<file path="src/rtl/ring_router.sv">
// Ring-network router for one CGRA tile: forwards through-traffic, ejects local
// packets to the PE and injects PE packets from a FIFO with bounded-fair arbitration.
module ring_router #(
    parameter int DATA_W    = 8,
    parameter int ADDR_W    = 2,
    parameter int DEST_LSB  = 4,
    parameter int RANK      = 0,
    parameter int INJ_DEPTH = 4,
    parameter int FAIR_N    = 3
) (
    input  logic                             clk,
    input  logic                             rst_n,
    input  logic                             ring_in_valid,
    input  logic [DATA_W-1:0]                ring_in_data,
    output logic                             ring_in_ready,
    output logic                             ring_out_valid,
    output logic [DATA_W-1:0]                ring_out_data,
    input  logic                             ring_out_ready,
    input  logic                             pe_in_valid,
    input  logic [DATA_W-1:0]                pe_in_data,
    output logic                             pe_in_ready,
    output logic                             pe_out_valid,
    output logic [DATA_W-1:0]                pe_out_data,
    input  logic                             pe_out_ready,
    output logic [$clog2(INJ_DEPTH+1)-1:0]   inj_level
);

    localparam int SRC_LSB = DEST_LSB + ADDR_W;
    localparam int PTR_W   = $clog2(INJ_DEPTH);
    localparam int LVL_W   = $clog2(INJ_DEPTH + 1);
    localparam int CNT_W   = $clog2(FAIR_N + 1);
    localparam logic [ADDR_W-1:0] MY_ADDR  = ADDR_W'(RANK);
    localparam logic [LVL_W-1:0]  FULL_LVL = LVL_W'(INJ_DEPTH);
    localparam logic [CNT_W-1:0]  FAIR_MAX = CNT_W'(FAIR_N);

    logic [DATA_W-1:0] fifo_mem [INJ_DEPTH];
    logic [PTR_W-1:0]  wr_ptr, rd_ptr;
    logic [LVL_W-1:0]  fifo_cnt;
    logic [CNT_W-1:0]  fair_cnt;

    logic              ring_free, pe_free, in_local;
    logic              fifo_empty, fifo_full, fair_hit;
    logic              fwd_pending, inj_grant, fwd_fire, eject_fire, fifo_wr;
    logic [DATA_W-1:0] inj_pkt;

    always_comb begin
        ring_free   = !ring_out_valid || ring_out_ready;
        pe_free     = !pe_out_valid || pe_out_ready;
        in_local    = ring_in_data[DEST_LSB +: ADDR_W] == MY_ADDR;
        fifo_empty  = fifo_cnt == '0;
        fifo_full   = fifo_cnt == FULL_LVL;
        fair_hit    = fair_cnt == FAIR_MAX;
        fwd_pending = ring_in_valid && !in_local;
        inj_grant   = ring_free && !fifo_empty && (!fwd_pending || fair_hit);
        fwd_fire    = fwd_pending && ring_free && !inj_grant;
        eject_fire  = ring_in_valid && in_local && pe_free;
        fifo_wr     = pe_in_valid && !fifo_full;
        // Ready assumes a valid packet is present, so it never depends on ring_in_valid
        ring_in_ready = in_local ? pe_free : (ring_free && !(!fifo_empty && fair_hit));
        pe_in_ready   = !fifo_full;
        inj_level     = fifo_cnt;
        inj_pkt       = fifo_mem[rd_ptr];
        inj_pkt[SRC_LSB +: ADDR_W] = MY_ADDR;
    end

    always_ff @(posedge clk) begin
        if (fifo_wr) fifo_mem[wr_ptr] <= pe_in_data;
    end

    always_ff @(posedge clk or negedge rst_n) begin
        if (!rst_n) begin
            wr_ptr         <= '0;
            rd_ptr         <= '0;
            fifo_cnt       <= '0;
            fair_cnt       <= '0;
            ring_out_valid <= 1'b0;
            ring_out_data  <= '0;
            pe_out_valid   <= 1'b0;
            pe_out_data    <= '0;
        end else begin
            if (fifo_wr)   wr_ptr <= wr_ptr + PTR_W'(1);
            if (inj_grant) rd_ptr <= rd_ptr + PTR_W'(1);
            case ({fifo_wr, inj_grant})
                2'b10:   fifo_cnt <= fifo_cnt + LVL_W'(1);
                2'b01:   fifo_cnt <= fifo_cnt - LVL_W'(1);
                default: fifo_cnt <= fifo_cnt;
            endcase

            if (inj_grant || fifo_empty)  fair_cnt <= '0;
            else if (fwd_fire && !fair_hit) fair_cnt <= fair_cnt + CNT_W'(1);

            if (fwd_fire) begin
                ring_out_valid <= 1'b1;
                ring_out_data  <= ring_in_data;
            end else if (inj_grant) begin
                ring_out_valid <= 1'b1;
                ring_out_data  <= inj_pkt;
            end else if (ring_out_ready) begin
                ring_out_valid <= 1'b0;
            end

            if (eject_fire) begin
                pe_out_valid <= 1'b1;
                pe_out_data  <= ring_in_data;
            end else if (pe_out_ready) begin
                pe_out_valid <= 1'b0;
            end
        end
    end

endmodule

</file>
<file path="config.mk">
export PLATFORM = sky130hd
export DESIGN_NAME = ring_router
export DESIGN_NICKNAME = d
export VERILOG_FILES = /design/src/rtl/ring_router.sv
export SDC_FILE = /design/constraint.sdc
export NUM_CORES = 1
export LEC_CHECK = 0
export BUFFER_PORTS_ARGS = -buffer_cell sky130_fd_sc_hd__buf_2
export CORE_MARGIN = 2
export CORE_UTILIZATION = 45
export CTS_BUF_LIST = sky130_fd_sc_hd__clkbuf_8
export CTS_CLUSTER_DIAMETER = 60
export DETAILED_ROUTE_END_ITERATION = 10
export GPL_TIMING_DRIVEN = 0
export HOLD_SLACK_MARGIN = 0.05
export PLACE_DENSITY = 0.67
export SLEW_MARGIN = 10
export SYNTH_ARGS = -nofsm -noshare
export SYNTH_HDL_FRONTEND = slang
export SYNTH_SLANG_ARGS = --single-unit
</file>
<file path="constraint.sdc">
create_clock -name clk -period 3.35 [get_ports clk]
set_input_delay 0 -clock clk [delete_from_list [all_inputs] [get_ports clk]]
set_output_delay 0 -clock clk [all_outputs]
set_load 0.005 [all_outputs]
</file>
# == Word level (Yosys, flattened, before mapping) ==
# Memories as Yosys holds them, arrays and structs flattened.
# Index checks and enable logic that the tools add are counted.
# totals
ff_bits,27
mem_bits_rw,32
input_bits,22
output_inout_bits,23
wordCells,62
mem_count,1
# mem_list
name,words,width,read_ports,rd_ports_with_merged_regs,write_ports,line_no,text
fifo_mem,4,8,1,0,1,36,logic [DATA_W-1:0] fifo_mem [INJ_DEPTH];
# op_classes
add_sub_neg,5
n_eq_ne,4
n_mux,13
n_reduce_logical,31
# ops
operator,count
8-bit two-way mux,2
1-bit logical AND,11
1-bit zero test,9
1-bit two-way mux,8
2-bit nonzero test,4
"2-bit by 1-bit adder with 2-bit output, second input constant",3
3-bit case mux with 2 select lines,1
"2-bit == test, second input constant",2
1-bit logical OR,4
2-bit two-way mux,2
"3-bit by 1-bit adder with 3-bit output, second input constant",1
"3-bit == test, second input constant",1
3-bit zero test,1
3-bit nonzero test,1
"3-bit by 1-bit subtractor with 3-bit output, second input constant",1
"2-bit by 1-bit == test with 1-bit output, second input constant",1
2-bit zero test,1

# == Longest topological paths before layout ==
# Gate-level depths: netlist of run 1.
# logic_depth
depth_word,11
mapped_depth,9

# == Least setup slack after synthesis of run 1 ==
# OpenSTA, ideal clock, no wires.
# synth_timing
path_kind,reg2reg
start,register fifo_cnt[0] (netlist: inj_level[0])
end,register fifo_cnt[2] (netlist: inj_level[2])
setup_ns,0.079
arrival_time_ns,2.029
required_time_ns,3.271
path_slack_ns,1.242
path_stages_with_launch,10
period_less_slack_ns,2.108
path_cell_list,dfrtp_1 > or3b_4 > and2_4 > inv_1 > ha_1 > inv_1 > fa_1 > xor2_1 > nor2_1 > xor2_1
# synth_lines
item,line_no,text
"start, declared",38,logic [LVL_W-1:0] fifo_cnt;
"start signal, assigned",84,2'b10: fifo_cnt <= fifo_cnt + LVL_W'(1);
"start signal, assigned",85,2'b01: fifo_cnt <= fifo_cnt - LVL_W'(1);
"start signal, assigned",86,default: fifo_cnt <= fifo_cnt;
3-bit == test *,51,fifo_full = fifo_cnt == FULL_LVL;
1-bit zero test *,--,
net pe_in_ready,21,"output logic pe_in_ready,"
1-bit logical AND *,57,fifo_wr = pe_in_valid && !fifo_full;
2-bit by 1-bit == test with 1-bit output / 2-bit == test (equally long branches),83,"case ({fifo_wr, inj_grant})"
3-bit case mux with 2 select lines / 2-bit nonzero test (equally long branches),--,
# The timed path passes the listed nets; every way through them passes the cells marked *.
# A chain may end at the register's enable or synchronous reset.

# == Worst setup path after layout of run 1 ==
# layout_timing
start,input port ring_in_data[4]
end,register fifo_cnt[2] (netlist: inj_level[2])
# layout_via
elab_chain_cells,8
# layout_lines
item,line_no,text
"start, declared",14,"input logic [DATA_W-1:0] ring_in_data,"
2-bit zero test *,49,in_local = ring_in_data[DEST_LSB +: ADDR_W] == MY_ADDR;
1-bit zero test *,53,fwd_pending = ring_in_valid && !in_local;
1-bit logical AND *,53,
1-bit zero test *,54,inj_grant = ring_free && !fifo_empty && (!fwd_pending || fair_hit);
1-bit logical OR *,54,
1-bit logical AND *,54,
net inj_grant,43,"logic fwd_pending, inj_grant, fwd_fire, eject_fire, fifo_wr;"
2-bit by 1-bit == test with 1-bit output / 2-bit == test (equally long branches),83,
3-bit case mux with 2 select lines / 2-bit nonzero test (equally long branches),--,
# Marks and branches as above.

==> flow_summary_export.csv, run 1 <==
group,metric,value,unit
global_routing,track_usage,17.65,%
critical_path,cp_max_fo,8,
clock_network,cts_setup_buffers,0,
route,drt_iter0_markers,70,
timing,hold_viol,0,
synth,yosys.area.top_type,"edfxtp_1",
synth,yosysWarnings,0,
route,vias_per_cell,5.153,
pwr,swShare,31.25,%
clock_network,htree_levels,2,
cells_and_area,antenna_cells,0,
synth,synth_top_cell_area_share,32.29,%
clock_network,clk_pin_slew_worst_paths,0.08,ns
cells_and_area,synthToLayoutAreaGrowth,24.44,%
place,post-dp-hpwl,3243,µm
timing,tns,0,ns
route,firstDrtPassIters,4,
timing,slew_headroom,36.16,%
floorplan,ios,45,
route,ant_nets,0,
synth,async_flop_share,52.94,%
floorplan,rows,25,
synth,yosys.cell_types.count,36,
critical_path,required,3.57,ns
min_path,worstHoldPathType,"in2reg",
pwr,share_seq_of_total_power,48.2,%
clock_network,cts_sinks,51,
timing,layout_setup_ws,1.021,ns
outcome,status,"complete, no violations",
route,wirelength,4390,µm
pwr,power_frac_comb,35.0,%
route,vias,1479,
cells_and_area,utilization,58.42,%
cells_and_area,final_cells,287,
floorplan,die-width,74.43,µm
timing,maxSlewViolCount,0,
floorplan,die_height,74.43,µm
timing,whs,0.07569,ns
place,gp_congestion,0.7884,
timing,tightest_slew,0.9503,ns
clock_network,clockRootBuffer,"clkbuf_8",
synth,synth-seq-area-share,62.56,%
global_routing,grt_pass1_vias,1558,
global_routing,overflow,0,
timing,finalSetupViolCount,0,
clock_network,cts_made_buffers,5,
route,drc,0,
floorplan,die_area,0.005540,mm²
pwr,p_int,1.311,mW
synth,syn-cell-area,0.002232,mm²
clock_network,clk_path_buf_depth,2,
synth,syn_nets,182,
synth,synth_ff_type,"dfrtp_1",
timing,min_period,2.329,ns
synth,synth.avg_cell_area,14.59,µm²
synth,synth_area_leaders,"edfxtp_1 32%, dfrtp_1 30%, mux4_2 6.1%",
global_routing,grt_max_degree,28,
pwr,leakagePower,1.169,nW
critical_path,cp-end-kind,"flop",
floorplan,coreArea,0.004755,mm²
place,io_buffers,42,
place,place_inst,262,
synth,syn_inst,153,
critical_path,worstSetupPathType,"in2reg",
timing,fmax,429.4,MHz
critical_path,arrival,2.54,ns
synth,ys_ff_latch,51,
clock_network,clk_latency,0.29,ns
synth,synth_edf_count,24,
global_routing,antenna_found_initial,0,
timing,timing.final.crit_share,69.51,%
pwr,power_density,686.3,mW/mm²
cells_and_area,fin_nets,248,
clock_network,cts_tree,"built",
timing,rsz0062_at_grt,"false",
cells_and_area,layout-drive-gt1-share,32.73,%
place,dp_slack,1.046,ns
pwr,p_clk_share,16.8,%
pwr,switchingPower,0.5957,mW
job,drv_cap,0,
floorplan,initial_core_util,46.95,%
route,wire_per_inst,15.30,µm
pwr,ir_drop,0.5957,mV
timing,fin_worst_skew,0.008023,ns
critical_path,critPathLaunchType,"primary input",
global_routing,grt_pass1_wl,7286,µm
[critical path, cell delays in order]
cell	delay (ns)
dlygate4sd3_1	0.54
buf_2	0.15
o21ai_0	0.36
o211ai_2	0.25
inv_1	0.17
ha_1	0.20
inv_1	0.06
fa_1	0.37
xor2_1	0.15
nor2_1	0.12
xor2_1	0.17
[layout by cell type, fill, tap and decap left out, types with 2 or more instances in the layout]
cell           instances
mux4_2                 6
nand3_1               10
a31oi_1                6
nand2_1                4
xor2_1                 2
edfxtp_1              24
nor2_1                 2
and2_1                 2
dfrtp_1               27
a2111oi_0              6
mux2_2                 6
and3_1                 4
a21oi_1                4
buf_2                 43
ha_1                   6
dlygate4sd3_1         17
xnor2_1                4
inv_1                 10
clkbuf_8               7
o21ai_0               11
buf_4                  2
[kinds of logic (layout without fill, tap and decap cells)]
group                    after synthesis  count (layout)  share of synthesized area [%]
flip-flops                            51              51                          62.56
AND/OR/NAND/NOR                       31              31                          7.960
AO/OA/AOI/OAI                         30              30                          8.689
multiplexers                          14              14                          10.20
buffers and inverters                 14              81                          3.980
adder cells (fa/ha/maj)                7               7                          4.260
XOR/XNOR                               6               6                          2.354
[worst paths after layout]
path / from / endpoint / slack, ns / depth (start not counted)
worst max-delay path: ring_in_data[4] / inj_level[2]$_DFFE_PN0P_ / 1.02 / 11
worst min-delay path: pe_in_valid / wr_ptr[0]$_DFFE_PN0P_ / 0.08 / 3
worst max register to register: inj_level[2]$_DFFE_PN0P_ / inj_level[2]$_DFFE_PN0P_ / 1.07 / 9
worst min register to register: pe_out_data[5]$_DFFE_PN0P_ / pe_out_data[5]$_DFFE_PN0P_ / 0.49 / 1
max in group asynchronous: rst_n / wr_ptr[1]$_DFFE_PN0P_ / 2.70 / 2
min in group asynchronous: rst_n / ring_out_data[5]$_DFFE_PN0P_ / 0.25 / 2
[sequential cells by signal (all words and copies together), names as in the netlist]
signal / cells
ring_out_valid: 1
inj_level: 3
wr_ptr: 2
pe_out_valid: 1
fair_cnt: 2
rd_ptr: 2
ring_out_data: 8
fifo_mem: 24
pe_out_data: 8
[cell usage after synthesis (2+ instances only)]
library cell   n
dfrtp_1       27
edfxtp_1      24
o21ai_0       11
nand3_1       10
inv_1          8
a2111oi_0      6
a31oi_1        6
ha_1           6
mux2_2         6
mux4_2         6
a21oi_1        4
and3_1         4
nand2_1        4
xnor2_1        4
and2_1         2
buf_4          2
clkbuf_8       2
nor2_1         2
xor2_1         2
[layer usage]
layer	track usage (%)	wire length, µm
met1	22.86	1916
met2	30.48	2252
met3	3.794	190
met4	4.365	29
met5	0	0
[metrics by stage]
stage          power, mW  cell area (µm²)
3_3_place_gp       1.553             2526
3_5_place_dp       1.600             2526
6_report           1.906             2778
2_1_floorplan      1.359             2232
4_1_cts            1.934             2778
5_1_grt            2.043             2778
[power groups by stage]
stage / combinational (mW) / clock, mW / sequential (mW)
6_report: 0.667 / 0.320 / 0.919
5_1_grt: 0.747 / 0.355 / 0.941
4_1_cts: 0.681 / 0.331 / 0.923
3_5_place_dp: 0.664 / 0 / 0.936
3_3_place_gp: 0.634 / 0 / 0.919
2_1_floorplan: 0.435 / 0 / 0.923
[area by class of cell]
type | instances | area (µm²)
fillers | 415 | 1977
clock buffers | 5 | 68.82
well taps | 67 | 83.83
multi-input cells | 88 | 747.0
flip-flops and latches | 51 | 1396
clock inverters | 3 | 12.51
plain buffers | 6 | 58.81
inverters | 8 | 30.03
repair buffers | 59 | 380.4
[timing repair]
| item | in CTS | in global routing |
|---|---|---|
| hold endpoints to repair | 66 | 0 |
| gates resized for setup | 0 | 0 |
| hold buffers | 17 | 0 |
(Power assumes the default switching activity.)
==> run 2: changes to the inputs <==
Settings changed: ABC_AREA set to 1.
Clock period 3.35 ns to 2.4 ns, I/O delays scaled along.
==> run 2 against run 1 <==
Net effect:
- utilization decreased by 0.61 points
- largest cell class unchanged
- cell count grew 32%
- sequential power grew 40%
- via count grew 16%
- combinational power is 60% higher
- synthesized area rose by 6.1%
- sequential share of layout area decreased by 3.0 points
- clock skew is 0.0021 ns lower
==> flow_summary_export.csv, run 2 <==
group,metric,value,unit
outcome,status,"complete, no violations",
synth,synth_top_cell_area_share,30.44,%
global_routing,overflow,0,
min_path,worstHoldPathType,"in2reg",
timing,fmax,474.4,MHz
clock_network,htree_levels,2,
place,place_area,0.002665,mm²
cells_and_area,fillers,437,
critical_path,required,2.58,ns
critical_path,worstSetupPathType,"reg2reg",
synth,syn_nets,272,
floorplan,rows,26,
timing,rsz0062_at_grt,"false",
timing,fin_worst_skew,0.005888,ns
cells_and_area,regMostFlops,"fifo_mem",
timing,maxSlewViolCount,0,
clock_network,cts_tree,"built",
place,post-dp-hpwl,3174,µm
global_routing,track_usage,16.72,%
floorplan,die_height,76.53,µm
clock_network,cts_made_buffers,5,
pwr,leakagePower,1.483,nW
critical_path,cp_max_fo,10,
timing,tightest_slew,0.6182,ns
global_routing,grt_pass1_vias,1672,
route,ant_nets,0,
clock_network,cts_setup_buffers,0,
cells_and_area,largest_reg_flops,24,
pwr,power_density,1000,mW/mm²
timing,min_period,2.108,ns
floorplan,coreArea,0.005107,mm²
synth,yosys.area.top_type,"edfxtp_1",
clock_network,ctsResizeCount,0,
cells_and_area,utilization,57.81,%
floorplan,die_area,0.005857,mm²
timing,timing.final.crit_share,87.84,%
cells_and_area,final_cell_area,0.002953,mm²
synth,syn-cell-area,0.002367,mm²
critical_path,critPathLaunchType,"flop",
synth,synth.most_common_cell,"nand2_1",
route,firstDrtPassIters,4,
route,vias_per_cell,4.516,
global_routing,antenna_found_initial,0,
cells_and_area,antenna_cells,0,
cells_and_area,synthToLayoutAreaGrowth,24.74,%
timing,hold_viol,0,
timing,slew_headroom,58.63,%
route,drt_iter0_markers,122,
floorplan,ios,45,
timing,whs,0.07622,ns
synth,async_flop_share,52.94,%
synth,synth_ff_type,"dfrtp_1",
cells_and_area,fin_nets,338,
clock_network,clk_path_buf_depth,2,
synth,yosysWarnings,0,
clock_network,clk_pin_slew_worst_paths,0.09,ns
cells_and_area,reg_top3,"fifo_mem: 24 flops, pe_out_data: 8 flops, ring_out_data: 8 flops",
pwr,ir_drop,0.5478,mV
critical_path,arrival,2.29,ns
synth,synth-seq-area-share,58.99,%
cells_and_area,layout-drive-gt1-share,25.81,%
place,gp_congestion,0.7810,
clock_network,clockRootBuffer,"clkbuf_8",
route,vias,1716,
job,drv_cap,0,
synth,syn_inst,243,
synth,synth.avg_cell_area,9.742,µm²
cells_and_area,final_cell_mix,"57 x nand2_1, 45 x buf_2, 39 x inv_1",
synth,ys_ff_latch,51,
critical_path,cp-end-kind,"flop",
place,io_buffers,42,
clock_network,ctsHoldBuffers,17,
cells_and_area,layout_commonest_cell,"nand2_1",
route,drc,0,
synth,synth_edf_count,24,
floorplan,initial_core_util,46.35,%
floorplan,die-width,76.53,µm
timing,tns,0,ns
route,wirelength,4427,µm
cells_and_area,multiInputGateArea,783.3,µm²
clock_network,clk_latency,0.30,ns
timing,finalSetupViolCount,0,
clock_network,cts_sinks,51,
global_routing,grt_pass1_wl,7645,µm
synth,synth_commonest_cells,"57 x nand2_1, 39 x inv_1, 27 x dfrtp_1",
cells_and_area,final-seq-area,0.001396,mm²
route,wire_per_inst,11.65,µm
global_routing,grt_max_degree,28,
synth,synth_area_leaders,"edfxtp_1 30%, dfrtp_1 29%, nand2_1 9.0%",
synth,yosys.cell_types.count,24,
[run 2: cell types whose count changed after synthesis, sizes merged, moves of 3 or more]
cell and delta:
nand3 +19, nand2 +56, and2 -3, mux4 -6
a2111oi -6, and3 -4, a31oi -6, mux2 -7
xnor2 -3, or2 +6, inv +33, nor2 +23
[run 2: metal layers]
metal	part of all wire [%]	track usage, %	up-vias
li1	-	-	895
met1	44	21.31	784
met2	51	28.41	32
met3	3.7	3.199	5
met4	1.3	6.182	0
met5	0	0	-
[run 2: path summary, 6_finish.rpt]
path / from / slack (ns) / cells past startpoint / endpoint
hold reg to reg: pe_out_data[4]$_DFFE_PN0P_ / 0.47 / 2 / pe_out_data[4]$_DFFE_PN0P_
setup / recovery: fair_cnt[0]$_DFFE_PN0P_ / 0.29 / 11 / inj_level[2]$_DFFE_PN0P_
max in group asynchronous: rst_n / 1.78 / 2 / wr_ptr[1]$_DFFE_PN0P_
min in group asynchronous: rst_n / 0.23 / 2 / fair_cnt[0]$_DFFE_PN0P_
hold / removal: pe_in_valid / 0.08 / 3 / wr_ptr[0]$_DFFE_PN0P_
setup reg to reg: fair_cnt[0]$_DFFE_PN0P_ / 0.29 / 11 / inj_level[2]$_DFFE_PN0P_
[run 2: cells by family after synthesis]
group,count (synthesis),synth area share [%]
and+or+nand+nor,120,23.47
adders and majority gates,7,4.017
AOI/OAI and AO/OA,15,4.122
xor gates and xnor gates,4,1.480
DFF,51,58.99
buffers and inverters,46,7.928
[run 2: stage by stage]
step	instances	worst slack, ns	total power [mW]
3_3_place_gp	355	0.3255	2.331
2_1_floorplan	243	0.4778	2.013
3_5_place_dp	355	0.2815	2.363
4_1_cts	380	0.2705	2.986
6_report	380	0.2919	2.954
5_1_grt	380	0.1023	3.185
[run 2: critical path: stages (launching register included)]
cell and delay (ns):
dfrtp_1 0.38, ha_1 0.19, inv_1 0.06, nand2_1 0.10
nor2_4 0.06, nor2_8 0.19, ha_1 0.17, inv_1 0.07
fa_1 0.37, a21oi_1 0.14, o21ai_0 0.10, xor2_1 0.15
[run 2: area by class of cell]
| class | instances | share of cell area (%) |
|---|---|---|
| sequential | 51 | 47.29 |
| multi-input combinational | 146 | 26.53 |
| timing repair buffer | 59 | 12.88 |
| inverter | 41 | 5.212 |
| tap | 70 | 2.966 |
| clock buffer | 6 | 2.797 |
| clock inverter | 2 | 1.186 |
| buffer | 5 | 1.144 |
[run 2: power by group]
part           switching [mW]  leakage [nW]  internal [mW]
combinational           0.638         0.866          0.428
sequential              0.126         0.555           1.16
clock                   0.264        0.0612          0.337
